<file path="config.mk">
export PLATFORM = sky130hd
export DESIGN_NAME = drawline
export DESIGN_NICKNAME = d
export VERILOG_FILES = /design/src/rtl/drawline.sv
export SDC_FILE = /design/constraint.sdc
export NUM_CORES = 1
export LEC_CHECK = 0
export CAP_MARGIN = 10
export CORE_ASPECT_RATIO = 1.1
export CORE_MARGIN = 5
export CORE_UTILIZATION = 40
export DETAILED_ROUTE_END_ITERATION = 8
export GPL_TIMING_DRIVEN = 0
export PLACE_DENSITY = 0.65
export SKIP_LAST_GASP = 1
export SLEW_MARGIN = 40
export SYNTH_ARGS = -nofsm -noshare
export SYNTH_HDL_FRONTEND = slang
export SYNTH_SLANG_ARGS = --single-unit
export TNS_END_PERCENT = 100
</file>
<file path="constraint.sdc">
create_clock -name clk -period 5.1 [get_ports clk]
set_input_delay 1.02 -clock clk [delete_from_list [all_inputs] [get_ports clk]]
set_output_delay 1.02 -clock clk [all_outputs]
set_load 0.1 [all_outputs]
</file>
<file path="src/rtl/drawline.sv">
// drawline: walks one vertical span, interpolating z/r/g/b per row, and writes RGB565 + 15-bit depth.
// Optional depth-tested write path enabled by defining DRAWLINE_DEPTH_TEST_EN.
module drawline #(
    parameter int FB_H   = 240,
    parameter int SPAN_W = 163
) (
    input  logic              clk,
    input  logic              rst,
    input  logic [SPAN_W-1:0] span_data,
    input  logic              span_start,
    output logic              span_done,
    output logic [9:0]        pix_addr,
    output logic              pix_re,
    input  logic [14:0]       pix_zrd,
    output logic              pix_we,
    output logic [30:0]       pix_wdata
);
    typedef enum logic [1:0] {S_IDLE, S_RUN, S_DRAIN, S_DONE} state_t;
    state_t r_state;
    state_t w_next;

    logic [7:0]  w_y_start;
    logic [7:0]  w_y_end;
    logic [8:0]  w_x;
    logic [23:0] w_z;
    logic [24:0] w_nz;
    logic [13:0] w_r;
    logic [14:0] w_nr;
    logic [14:0] w_g;
    logic [15:0] w_ng;
    logic [13:0] w_b;
    logic [14:0] w_nb;

    assign w_y_start = span_data[162:155];
    assign w_y_end   = span_data[154:147];
    assign w_x       = span_data[146:138];
    assign w_z       = span_data[137:114];
    assign w_nz      = span_data[113:89];
    assign w_r       = span_data[88:75];
    assign w_nr      = span_data[74:60];
    assign w_g       = span_data[59:45];
    assign w_ng      = span_data[44:29];
    assign w_b       = span_data[28:15];
    assign w_nb      = span_data[14:0];

    logic       w_empty;
    logic [7:0] w_y_last;
    assign w_empty  = (w_y_start > w_y_end) || ({1'b0, w_y_start} >= 9'(FB_H));
    assign w_y_last = ({1'b0, w_y_end} >= 9'(FB_H)) ? 8'(FB_H - 1) : w_y_end;

    logic        r_done;
    logic [1:0]  r_x;
    logic [7:0]  r_y;
    logic [7:0]  r_y_last;
    logic [23:0] r_z;
    logic [24:0] r_nz;
    logic [13:0] r_r;
    logic [14:0] r_nr;
    logic [14:0] r_g;
    logic [15:0] r_ng;
    logic [13:0] r_b;
    logic [14:0] r_nb;

    // Accumulator plus signed step; result clamps to [0, max] instead of wrapping.
    function automatic logic [23:0] sat_add(input logic [23:0] acc, input logic [24:0] step,
                                            input logic [23:0] max);
        logic signed [25:0] sum;
        sum = $signed({2'b00, acc}) + $signed({step[24], step});
        if (sum < 0)
            return 24'd0;
        else if (sum > $signed({2'b00, max}))
            return max;
        else
            return sum[23:0];
    endfunction

    logic [23:0] w_z_nxt;
    logic [23:0] w_r_nxt;
    logic [23:0] w_g_nxt;
    logic [23:0] w_b_nxt;
    assign w_z_nxt = sat_add(r_z, r_nz, 24'hFFFFFF);
    assign w_r_nxt = sat_add({10'd0, r_r}, {{10{r_nr[14]}}, r_nr}, 24'h003FFF);
    assign w_g_nxt = sat_add({9'd0, r_g}, {{9{r_ng[15]}}, r_ng}, 24'h007FFF);
    assign w_b_nxt = sat_add({10'd0, r_b}, {{10{r_nb[14]}}, r_nb}, 24'h003FFF);

    logic [30:0] w_pix_data;
    logic [9:0]  w_cur_addr;
    assign w_pix_data = {r_r[13:9], r_g[14:9], r_b[13:9], r_z[23:9]};
    assign w_cur_addr = {r_x, r_y};

    always_ff @(posedge clk) begin
        if (!rst)
            r_state <= S_IDLE;
        else
            r_state <= w_next;
    end

    always_comb begin
        w_next = r_state;
        case (r_state)
            S_IDLE:  if (span_start) w_next = w_empty ? S_DONE : S_RUN;
`ifdef DRAWLINE_DEPTH_TEST_EN
            S_RUN:   if (r_y == r_y_last) w_next = S_DRAIN;
`else
            S_RUN:   if (r_y == r_y_last) w_next = S_DONE;
`endif
            S_DRAIN: w_next = S_DONE;
            S_DONE:  w_next = S_IDLE;
            default: w_next = S_IDLE;
        endcase
    end

    always_ff @(posedge clk) begin
        if (!rst) begin
            r_done   <= 1'b1;
            r_x      <= '0;
            r_y      <= '0;
            r_y_last <= '0;
            r_z      <= '0;
            r_nz     <= '0;
            r_r      <= '0;
            r_nr     <= '0;
            r_g      <= '0;
            r_ng     <= '0;
            r_b      <= '0;
            r_nb     <= '0;
        end else begin
            case (r_state)
                S_IDLE: begin
                    if (span_start) begin
                        r_done   <= 1'b0;
                        r_x      <= w_x[1:0];
                        r_y      <= w_y_start;
                        r_y_last <= w_y_last;
                        r_z      <= w_z;
                        r_nz     <= w_nz;
                        r_r      <= w_r;
                        r_nr     <= w_nr;
                        r_g      <= w_g;
                        r_ng     <= w_ng;
                        r_b      <= w_b;
                        r_nb     <= w_nb;
                    end
                end
                S_RUN: begin
                    r_y <= r_y + 8'd1;
                    r_z <= w_z_nxt;
                    r_r <= w_r_nxt[13:0];
                    r_g <= w_g_nxt[14:0];
                    r_b <= w_b_nxt[13:0];
                end
                S_DONE:  r_done <= 1'b1;
                default: ;
            endcase
        end
    end

    assign span_done = r_done;

`ifdef DRAWLINE_DEPTH_TEST_EN
    // Second stage: the pixel read last cycle is compared against the returned depth.
    logic        r_wr_valid;
    logic [9:0]  r_wr_addr;
    logic [30:0] r_wr_data;

    always_ff @(posedge clk) begin
        if (!rst) begin
            r_wr_valid <= 1'b0;
            r_wr_addr  <= '0;
            r_wr_data  <= '0;
        end else begin
            r_wr_valid <= (r_state == S_RUN);
            r_wr_addr  <= w_cur_addr;
            r_wr_data  <= w_pix_data;
        end
    end

    assign pix_re    = (r_state == S_RUN);
    assign pix_we    = r_wr_valid && (r_wr_data[14:0] < pix_zrd);
    assign pix_addr  = r_wr_valid ? r_wr_addr : (pix_re ? w_cur_addr : 10'd0);
    assign pix_wdata = r_wr_valid ? r_wr_data : 31'd0;

    logic w_unused;
    assign w_unused = ^{w_x[8:2], w_r_nxt[23:14], w_g_nxt[23:15], w_b_nxt[23:14]};
`else
    assign pix_re    = 1'b0;
    assign pix_we    = (r_state == S_RUN);
    assign pix_addr  = pix_we ? w_cur_addr : 10'd0;
    assign pix_wdata = pix_we ? w_pix_data : 31'd0;

    logic w_unused;
    assign w_unused = ^{w_x[8:2], pix_zrd, w_r_nxt[23:14], w_g_nxt[23:15], w_b_nxt[23:14]};
`endif

endmodule

</file>
Yosys cells after proc, flatten, opt, wreduce, memory -nomap -nowiden
Cells that the tools add are included.

Register bits after elaboration: 159. Logic and storage cells: 70.

Eq/ne operators: 6. Order comparisons: 11. Muxes and demuxes: 27. Reduce and logical (&&, ||, !) cells: 8. Add/sub/neg operators: 5.

Operator list (number): 14-bit two-way mux (6); 24-bit two-way mux (3); 14-bit case mux with 2 select lines (2); 24-bit case mux with 2 select lines (1); 15-bit two-way mux (3); 15-bit by 15-bit adder with 16-bit output (2); 16-bit by 15-bit > comparator with 1-bit output, second input constant (2); 16-bit by 1-bit < comparator with 1-bit output, second input constant (2); 31-bit two-way mux (1); 15-bit case mux with 2 select lines (1); 25-bit by 25-bit adder with 26-bit output (1); 26-bit by 25-bit > comparator with 1-bit output, second input constant (1); 26-bit by 1-bit < comparator with 1-bit output, second input constant (1); 16-bit by 16-bit adder with 17-bit output (1); 17-bit by 16-bit > comparator with 1-bit output, second input constant (1); 17-bit by 1-bit < comparator with 1-bit output, second input constant (1); 8-bit >= comparator, second input constant (2); 8-bit two-way mux (2); 8-bit case mux with 2 select lines (1); 10-bit two-way mux (1); 8-bit by 1-bit adder with 8-bit output, second input constant (1); 8-bit == test (1); 8-bit > comparator (1); 2-bit case mux with 4 select lines (1); other kinds (11) (18).

Logic depth before layout (Yosys ltp)
Gate-level depths: netlist (run 1).

Depth in word-level cells: 5. Gate-level depth with buffers: 12. Gate-level depth less buffers: 11.

Least setup slack after synthesis (run 1)
No wires, ideal clock.

Kind: register to output. Start: register r_state[0]. End: output port pix_addr[5]. Data arrival time: 3431 ps. Required time: 4080 ps. Buffers on the path: 4. Slack: 649 ps. Cell stages (with the launch flop): 8. Path through: dfxtp_1 -> ha_1 -> clkbuf_1 -> inv_1 -> clkbuf_1 -> buf_1 -> clkbuf_1 -> nor2_1.

Cells in the longest elaborated chain, start to end: 2.

RTL lines: start: declaration (line 19) `state_t r_state;`; start signal: assignment (line 95) `r_state <= w_next;`; 2-bit by 1-bit == test with 1-bit output (line 187) `assign pix_we = (r_state == S_RUN);`; via pix_we (line 15) `output logic pix_we,`; 10-bit two-way mux (line 188) `assign pix_addr = pix_we ? w_cur_addr : 10'd0;`; end: declaration (line 12) `output logic [9:0] pix_addr,`.

The timed path passes the listed nets, and every way through them passes these cells.

Worst setup path after layout (run 1)
Start: register r_state[1]. End: output port pix_wdata[13].

Cells in the longest elaborated chain, start to end: 2.

RTL lines: 2-bit by 1-bit == test with 1-bit output (line 187); 31-bit two-way mux (line 189) `assign pix_wdata = pix_we ? w_pix_data : 31'd0;`; end: declaration (line 16) `output logic [30:0] pix_wdata`.

Every way passes these cells.

==> results of run 1 <==
## cells in the mapped netlist, types with 19 or more instances
master / count
nand2_1: 226
a21oi_1: 202
dfxtp_1: 159
o21ai_0: 100
ha_1: 80
clkbuf_1: 78
nor2_1: 56
and2_1: 48
inv_1: 42
xnor2_1: 35
a21o_1: 31
a211oi_1: 19
o31ai_1: 19
## state kept, by name (all words and copies together), names as in the netlist, 8 cells and up
signal and count:
r_ng 16, r_z 24, r_r 14, r_nz 25, r_nb 15, r_nr 15, r_b 14, r_y 8
r_y_last 8, r_g 15
## final timing paths
check | endpoint | depth (start not counted) | slack (ns)
min | r_x[1]$_SDFFE_PN0P_ | 2 | 0.45
min reg2reg | r_x[1]$_SDFFE_PN0P_ | 2 | 0.45
max | pix_wdata[13] | 8 | 0.14
max reg2reg | r_z[20]$_SDFFE_PN0P_ | 12 | 1.49
## layout by cell type, fill, tap and decap left out, types with 17 or more instances in the layout
cell / netlist / layout
inv_1: 42 / 42
clkbuf_16: 0 / 17
nor2_1: 56 / 56
nand2_1: 226 / 226
xor2_1: 17 / 17
a21oi_1: 202 / 202
o21ai_0: 100 / 100
a22oi_1: 17 / 17
o21a_1: 17 / 17
clkbuf_1: 78 / 77
a21o_1: 31 / 31
ha_1: 80 / 80
dfxtp_1: 159 / 159
clkdlybuf4s50_1: 0 / 157
buf_2: 2 / 45
xnor2_1: 35 / 35
a211oi_1: 19 / 19
and2_1: 48 / 48
nor2b_1: 17 / 17
o31ai_1: 19 / 19
## routing by layer
layer / routed length (um) / share of wire / global-route usage / up-vias
li1: - / - / - / 5326
met1: 16160 / 0.43 / 0.3255 / 5115
met2: 17440 / 0.46 / 0.4190 / 456
met3: 2835 / 0.075 / 0.04254 / 89
met4: 1467 / 0.039 / 0.1098 / 2
met5: 20 / 0.00053 / 0 / -
## cell type report
cell class                 count  share of cell area
multi-input combinational   1077              0.5089
sequential                   159              0.2403
timing repair buffer         200              0.1349
tap                          352             0.03325
clock buffer                  18             0.03240
buffer                        84             0.02447
clock inverter                14             0.01351
inverter                      43             0.01219
## tightest hold or removal path: stages (launching register included)
cell	delay, ns
dfxtp_1	0.30
nand2_1	0.05
a21oi_1	0.05
## power by group
part	total, mW	switching [mW]	internal (mW)
combinational	3.58	2.43	1.15
clock	1.35	0.574	0.780
sequential	1.83	0.251	1.58
## cells by family (layout without fill, tap and decap cells)
family / count (synthesis) / count (layout) / synth area share
AO/OA/AOI/OAI: 512 / 512 / 0.3086
AND/OR/NAND/NOR: 426 / 426 / 0.1891
flip-flops: 159 / 159 / 0.3059
buffers and inverters: 127 / 359 / 0.04641
adder cells (fa/ha/maj): 84 / 84 / 0.1039
XOR/XNOR: 52 / 52 / 0.04377
multiplexers: 2 / 2 / 0.001924
other: 1 / 1 / 0.0003604
## stage by stage
stage               hold WS (ns)    util
floorplan                 0.4317       -
global placement          0.4377  0.4959
detailed placement        0.4418  0.4877
CTS                       0.4502  0.5112
global route              0.4792  0.5112
finish                    0.4498  0.5112
==> results.md, run 1 <==
* Status: finished clean
* Worst Hold Class: flop to flop
* Final Non-Filler Cells at 1,947
* Worst Path Buf+Inv at 6
* Setup TNS at 0 ns
* Post_cts resized at 0
* Routed wire per std cell at 19.48 um
* Slew HR at 0.4018
* Post-Syn Instances at 1,363
* I/O Buffers at 200
* Synth top area share at 0.3059
* Family with the most delay on the worst path: buffers and inverters
* Slowest-stage cell, CP: clkbuf_1
* Yosys top cell by area: dfxtp_1
* Setup bufs post-CTS at 0
* Main synth FF type: dfxtp_1
* Nets at 1,847
* Max Freq at 0.2015 GHz
* Largest net degree at the start of global routing at 17
* Placed cell count at 1,915
* TritonCTS Buffers at 17
* Worst slew pin tran at 0.8973 ns
* FFs w/ async S/R, synth at 0
* Mean post-synth cell area at 7.635 sq um
* Dpl cell area at 12,640 sq um
* Clk_skew at 0.009068 ns
* R2R Path Start: r_nz[0]$_SDFFE_PN0P_
* LEAKAGE at 5.611 nW
* Final instance area at 13,240 sq um
* RSZ-0062 raised after global routing: no
* Power Total at 6.759 mW
* Final RePlAce weighted congestion at 0.9737
* Total Die Area at 29,340 sq um
* DP Worst Slack at 0.7466 ns
* H-tree depth at 4
* Row cnt at 62
* Sink Count at 159
* Initial drt markers at 854
* Initial cell density of the core at 0.4016
* Fillers at 2,594
* CP Capture Type: output pin
* DR pass1 iterations at 5
* Min Tclk post-route at 4.963 ns
* First-pass GRT wire length at 57,690 um
* Ant. Diodes at 0
* Crit-path cells: inv_1 -> ha_1 -> clkbuf_1 -> clkbuf_1 -> buf_1 -> clkbuf_1 -> and2_1 -> buf_2
* Vias in the first global route at 10,714
* Hold Vio Cnt, Final at 0
* Core area at 25,910 sq um
* Multi-input gate area at 6740 sq um
* Critical path launch point type: flop
* Maximum vdd drop at 0.2152 mV
* Count of different cell masters after synthesis at 77
* Routed via count at 10,988
* Ports at 225
* Critical Path RT at 4.08 ns
* Crit Path Category: flop to output pin
* Critical path origin: r_state[1]$_SDFFE_PN0P_
* Routed wire length at 37,920 um
* Final ANT Viol Nets at 0
* Post-synthesis sequential area ratio at 0.3059
* Synth Net Count at 1,628
* Max-slew violation count at 0
* Post-DP HPWL at 28,840 um
* Share of layout cells above drive strength 1 at 0.05831
* Final worst slack at 0.1371 ns
* CTS tree: done
* Yosys Warn Count at 0
* All-Layer GR Usage at 0.2532
* Clk root buf: clkbuf_16
* Worst hold start: r_x[1]$_SDFFE_PN0P_
* Max clock buf depth at 2
* Drt drc at 0
* Remaining Overflow, GRT at 0
* Fin crit share at 0.9731
* Register area at 3183 sq um
* Width of the die at 163.8 um
* EDFF count, synth at 0
* Clock transition at the registers of the reported paths at 0.06 ns
* Synthesis-to-finish area growth at 27.27%
* #FFs+latches synth at 159
* Synthesized cell area at 10,410 sq um
* Worst Path Arrival at 3.94 ns
* Delay of the slowest critical-path stage at 0.58 ns
* Initial antenna violation count at 2
* # setup viols final at 0
* Worst Path Max Fanout at 10
* Via density at 5.644
* Cell Pwr Density at 510.3 nW/um^2
* Die height at 179.2 um
* Cell repeated most along the worst path: clkbuf_1
* Area contributors post-synth: dfxtp_1 31%, a21oi_1 9.7%, ha_1 9.6%
* Clk_lat worst skew at 0.44 ns
* Max-Cap Viols at 0
* Cts hold-fix bufs at 0
Note: power is estimated with default switching activity, not from simulation.
==> run 2: changes to the inputs <==
--- a/config.mk
+++ b/config.mk
@@ -10,8 +10,8 @@
 export CORE_MARGIN = 5
 export CORE_UTILIZATION = 40
 export DETAILED_ROUTE_END_ITERATION = 8
-export GPL_TIMING_DRIVEN = 0
-export PLACE_DENSITY = 0.65
+export HOLD_SLACK_MARGIN = 0.1
+export PLACE_DENSITY_LB_ADDON = 0.3
 export SKIP_LAST_GASP = 1
 export SLEW_MARGIN = 40
 export SYNTH_ARGS = -nofsm -noshare
==> run 2 against run 1 <==
  * Clock power decreased by 10%
  * Fmax rose by 40%
  * Total power shrank 5.3%
  * Global-route usage fell by 3.8 points
  * Die area stayed put
  * Core utilization shrank 0.66 points
  * Routed wire length decreased by 15%
  * Setup slack better by 1.4 ns
  * Count of clock-buffer cells in the layout up 1
  * Combinational power down 6.1%
  * Largest cell class unchanged
==> results.md, run 2 (synthesis results as in run 1) <==
* Status: finished clean
* Routed via count at 10,298 (-6.3%)
* Fin crit share at 0.6960 (-0.2771)
* Width of the die at 163.8 um (unchanged)
* Post_cts resized at 0 (unchanged)
* Routed wire per std cell at 17.17 um (-12%)
* CP Capture Type: output pin
* All-Layer GR Usage at 0.2148 (-0.03845)
* Met1 WL at 14,540 um (-10%)
* Synthesis-to-finish area growth at 25.63%
* Sink Count at 159 (unchanged)
* Largest Register: r_nz
* Crit Path Category: flop to output pin
* Largest net degree at the start of global routing at 79 (+62)
* Share of layout cells above drive strength 1 at 0.07264 (+0.01434)
* Initial cell density of the core at 0.4016 (unchanged)
* RR Endpoint: r_b[1]$_SDFFE_PN0P_
* Clk_lat worst skew at 0.43 ns (about the same)
* Clock transition at the registers of the reported paths at 0.07 ns (about the same)
* Hold Path End: r_nb[3]$_SDFFE_PN0P_
* Commonest non-fill, non-tap cell in the layout: nand2_1
* Critical Path RT at 4.08 ns (about the same)
* DR WL met2 at 15,060 um (-14%)
* H-tree depth at 4 (unchanged)
* Critical path launch point type: flop
* DR pass1 iterations at 5 (unchanged)
* Placed cell count at 1,848 (-3.5%)
* Clk_skew at 0.01522 ns (+0.006151 ns)
* DP Worst Slack at 1.845 ns (+1.098 ns)
* R2R Path Start: r_nb[0]$_SDFFE_PN0P_
* RSZ-0062 raised after global routing: no
* Max Freq at 0.2817 GHz (+40%)
* Row cnt at 62 (unchanged)
* Power Total at 6.402 mW (-5.3%)
* I/O Buffers at 201 (+0.50%)
* Clk root buf: clkbuf_16
* Routed wire length at 32,300 um (-15%)
* Final worst slack at 1.551 ns (+1.413 ns)
* Worst Path Arrival at 2.53 ns (-1.41 ns)
* Worst Hold Class: flop to flop
* Total Die Area at 29,340 sq um (unchanged)
* Hold Vio Cnt, Final at 0 (unchanged)
* Number of flip-flops in the largest register at 25 (unchanged)
* Final ANT Viol Nets at 0 (unchanged)
* First-pass GRT wire length at 50,990 um (-12%)
* Via density at 5.475 (-3.0%)
* Routed wl met3 at 1821 um (-36%)
* R2R Setup Slk at 1.89 ns (+0.40 ns)
* Core area at 25,910 sq um (unchanged)
* Most frequent cells in the layout: 225 x nand2_1, 201 x a21oi_1, 159 x dfxtp_1
* Ports at 225 (unchanged)
* Drt drc at 0 (unchanged)
* Worst Path Max Fanout at 51 (+41)
* Utilization after layout at 0.5046 (-0.006567)
* Die height at 179.2 um (unchanged)
* Slew HR at 0.4621 (+0.06036)
* Nets at 1,780 (-3.6%)
* CTS tree: done
* LEAKAGE at 5.554 nW (-1.0%)
* Min Tclk post-route at 3.549 ns (-1.413 ns)
* Initial drt markers at 635 (-26%)
* Post-DP HPWL at 23,010 um (-20%)
* Maximum vdd drop at 0.2371 mV (+10%)
* Remaining Overflow, GRT at 0 (unchanged)
* # setup viols final at 0 (unchanged)
* Top flop regs: r_nz x25, r_z x24, r_ng x16
* Cts hold-fix bufs at 0 (unchanged)
* Max clock buf depth at 2 (unchanged)
* Vias in the first global route at 10,211 (-4.7%)
* TritonCTS Buffers at 17 (unchanged)
* Final Non-Filler Cells at 1,881 (-3.4%)
* Setup TNS at 0 ns (unchanged)
* Reg2reg path depth at 11 (-1)
* Max-slew violation count at 0 (unchanged)
* Setup bufs post-CTS at 0 (unchanged)
* Max-Cap Viols at 0 (unchanged)
* Final RePlAce weighted congestion at 0.9287 (-4.6%)
* Hold Crit Depth at 2 (unchanged)
* Initial antenna violation count at 1 (-1)
* Cell Pwr Density at 489.7 nW/um^2 (-4.0%)
* Worst slew pin tran at 0.8068 ns (-0.09054 ns)
* Highest metal used: met5
* Worst hold start: r_nb[3]$_SDFFE_PN0P_
-- run 2: cell types whose count changed in the layout (fill, tap and decap cells not counted), sizes merged --
cell | previous run | this run
bufinv | 3 | 0
diode | 0 | 1
clkinvlp | 3 | 7
clkbuf | 96 | 19
inv | 49 | 47
buf | 49 | 60
-- run 2: worst max path at each step --
stage,start,end,slack (ns),depth (start not counted)
2_1_floorplan,r_state[0]$_SDFFE_PN0P_,pix_addr[5],0.65,7
3_3_place_gp,span_start,r_g[14]$_SDFFE_PN0P_,1.38,5
3_5_place_dp,span_start,r_z[1]$_SDFFE_PN0P_,1.85,8
4_1_cts,r_state[0]$_SDFFE_PN0P_,pix_addr[6],1.54,6
5_1_grt,r_state[0]$_SDFFE_PN0P_,pix_addr[5],1.40,6
6_report,r_state[1]$_SDFFE_PN0P_,pix_addr[5],1.55,7
-- run 2: through the flow --
| step | hold slack, ns | area (sq um) |
|---|---|---|
| 5_1_grt | 0.4712 | 13070 |
| 3_5_place_dp | 0.4529 | 12520 |
| 6_report | 0.4624 | 13070 |
| 2_1_floorplan | 0.4317 | 10410 |
| 4_1_cts | 0.4619 | 13070 |
| 3_3_place_gp | 0.4392 | 12670 |
-- run 2: area by class of cell --
| type | instances | area [sq um] |
|---|---|---|
| antenna | 1 | 2.502 |
| tap | 352 | 440.4 |
| inverter | 43 | 162.7 |
| timing repair buffer | 217 | 1968 |
| sequential | 159 | 3183 |
| clock buffer | 19 | 442.9 |
| fill | 2605 | 12840 |
| clock inverter | 13 | 103.9 |
| multi-input combinational | 1077 | 6770 |
-- run 2: layer usage --
metal  track usage  up-vias
met3       0.04001       60
met5             0        -
met2        0.3685      297
li1              -     5189
met1        0.2702     4750
met4       0.07445        2
-- run 2: report_power, final --
| group | switching [mW] | leakage [nW] | total [mW] | internal, mW |
|---|---|---|---|---|
| Sequential | 0.251 | 1.31 | 1.83 | 1.58 |
| Clock | 0.566 | 0.247 | 1.21 | 0.644 |
| Combinational | 2.18 | 4.00 | 3.36 | 1.18 |
-- run 2: worst max-delay path, cell delays in order (launching register included) --
cell	delay (ns)
dfxtp_1	0.33
inv_1	0.10
ha_2	0.48
buf_12	0.32
inv_2	0.09
buf_4	0.21
nor2_1	0.22
buf_4	0.34
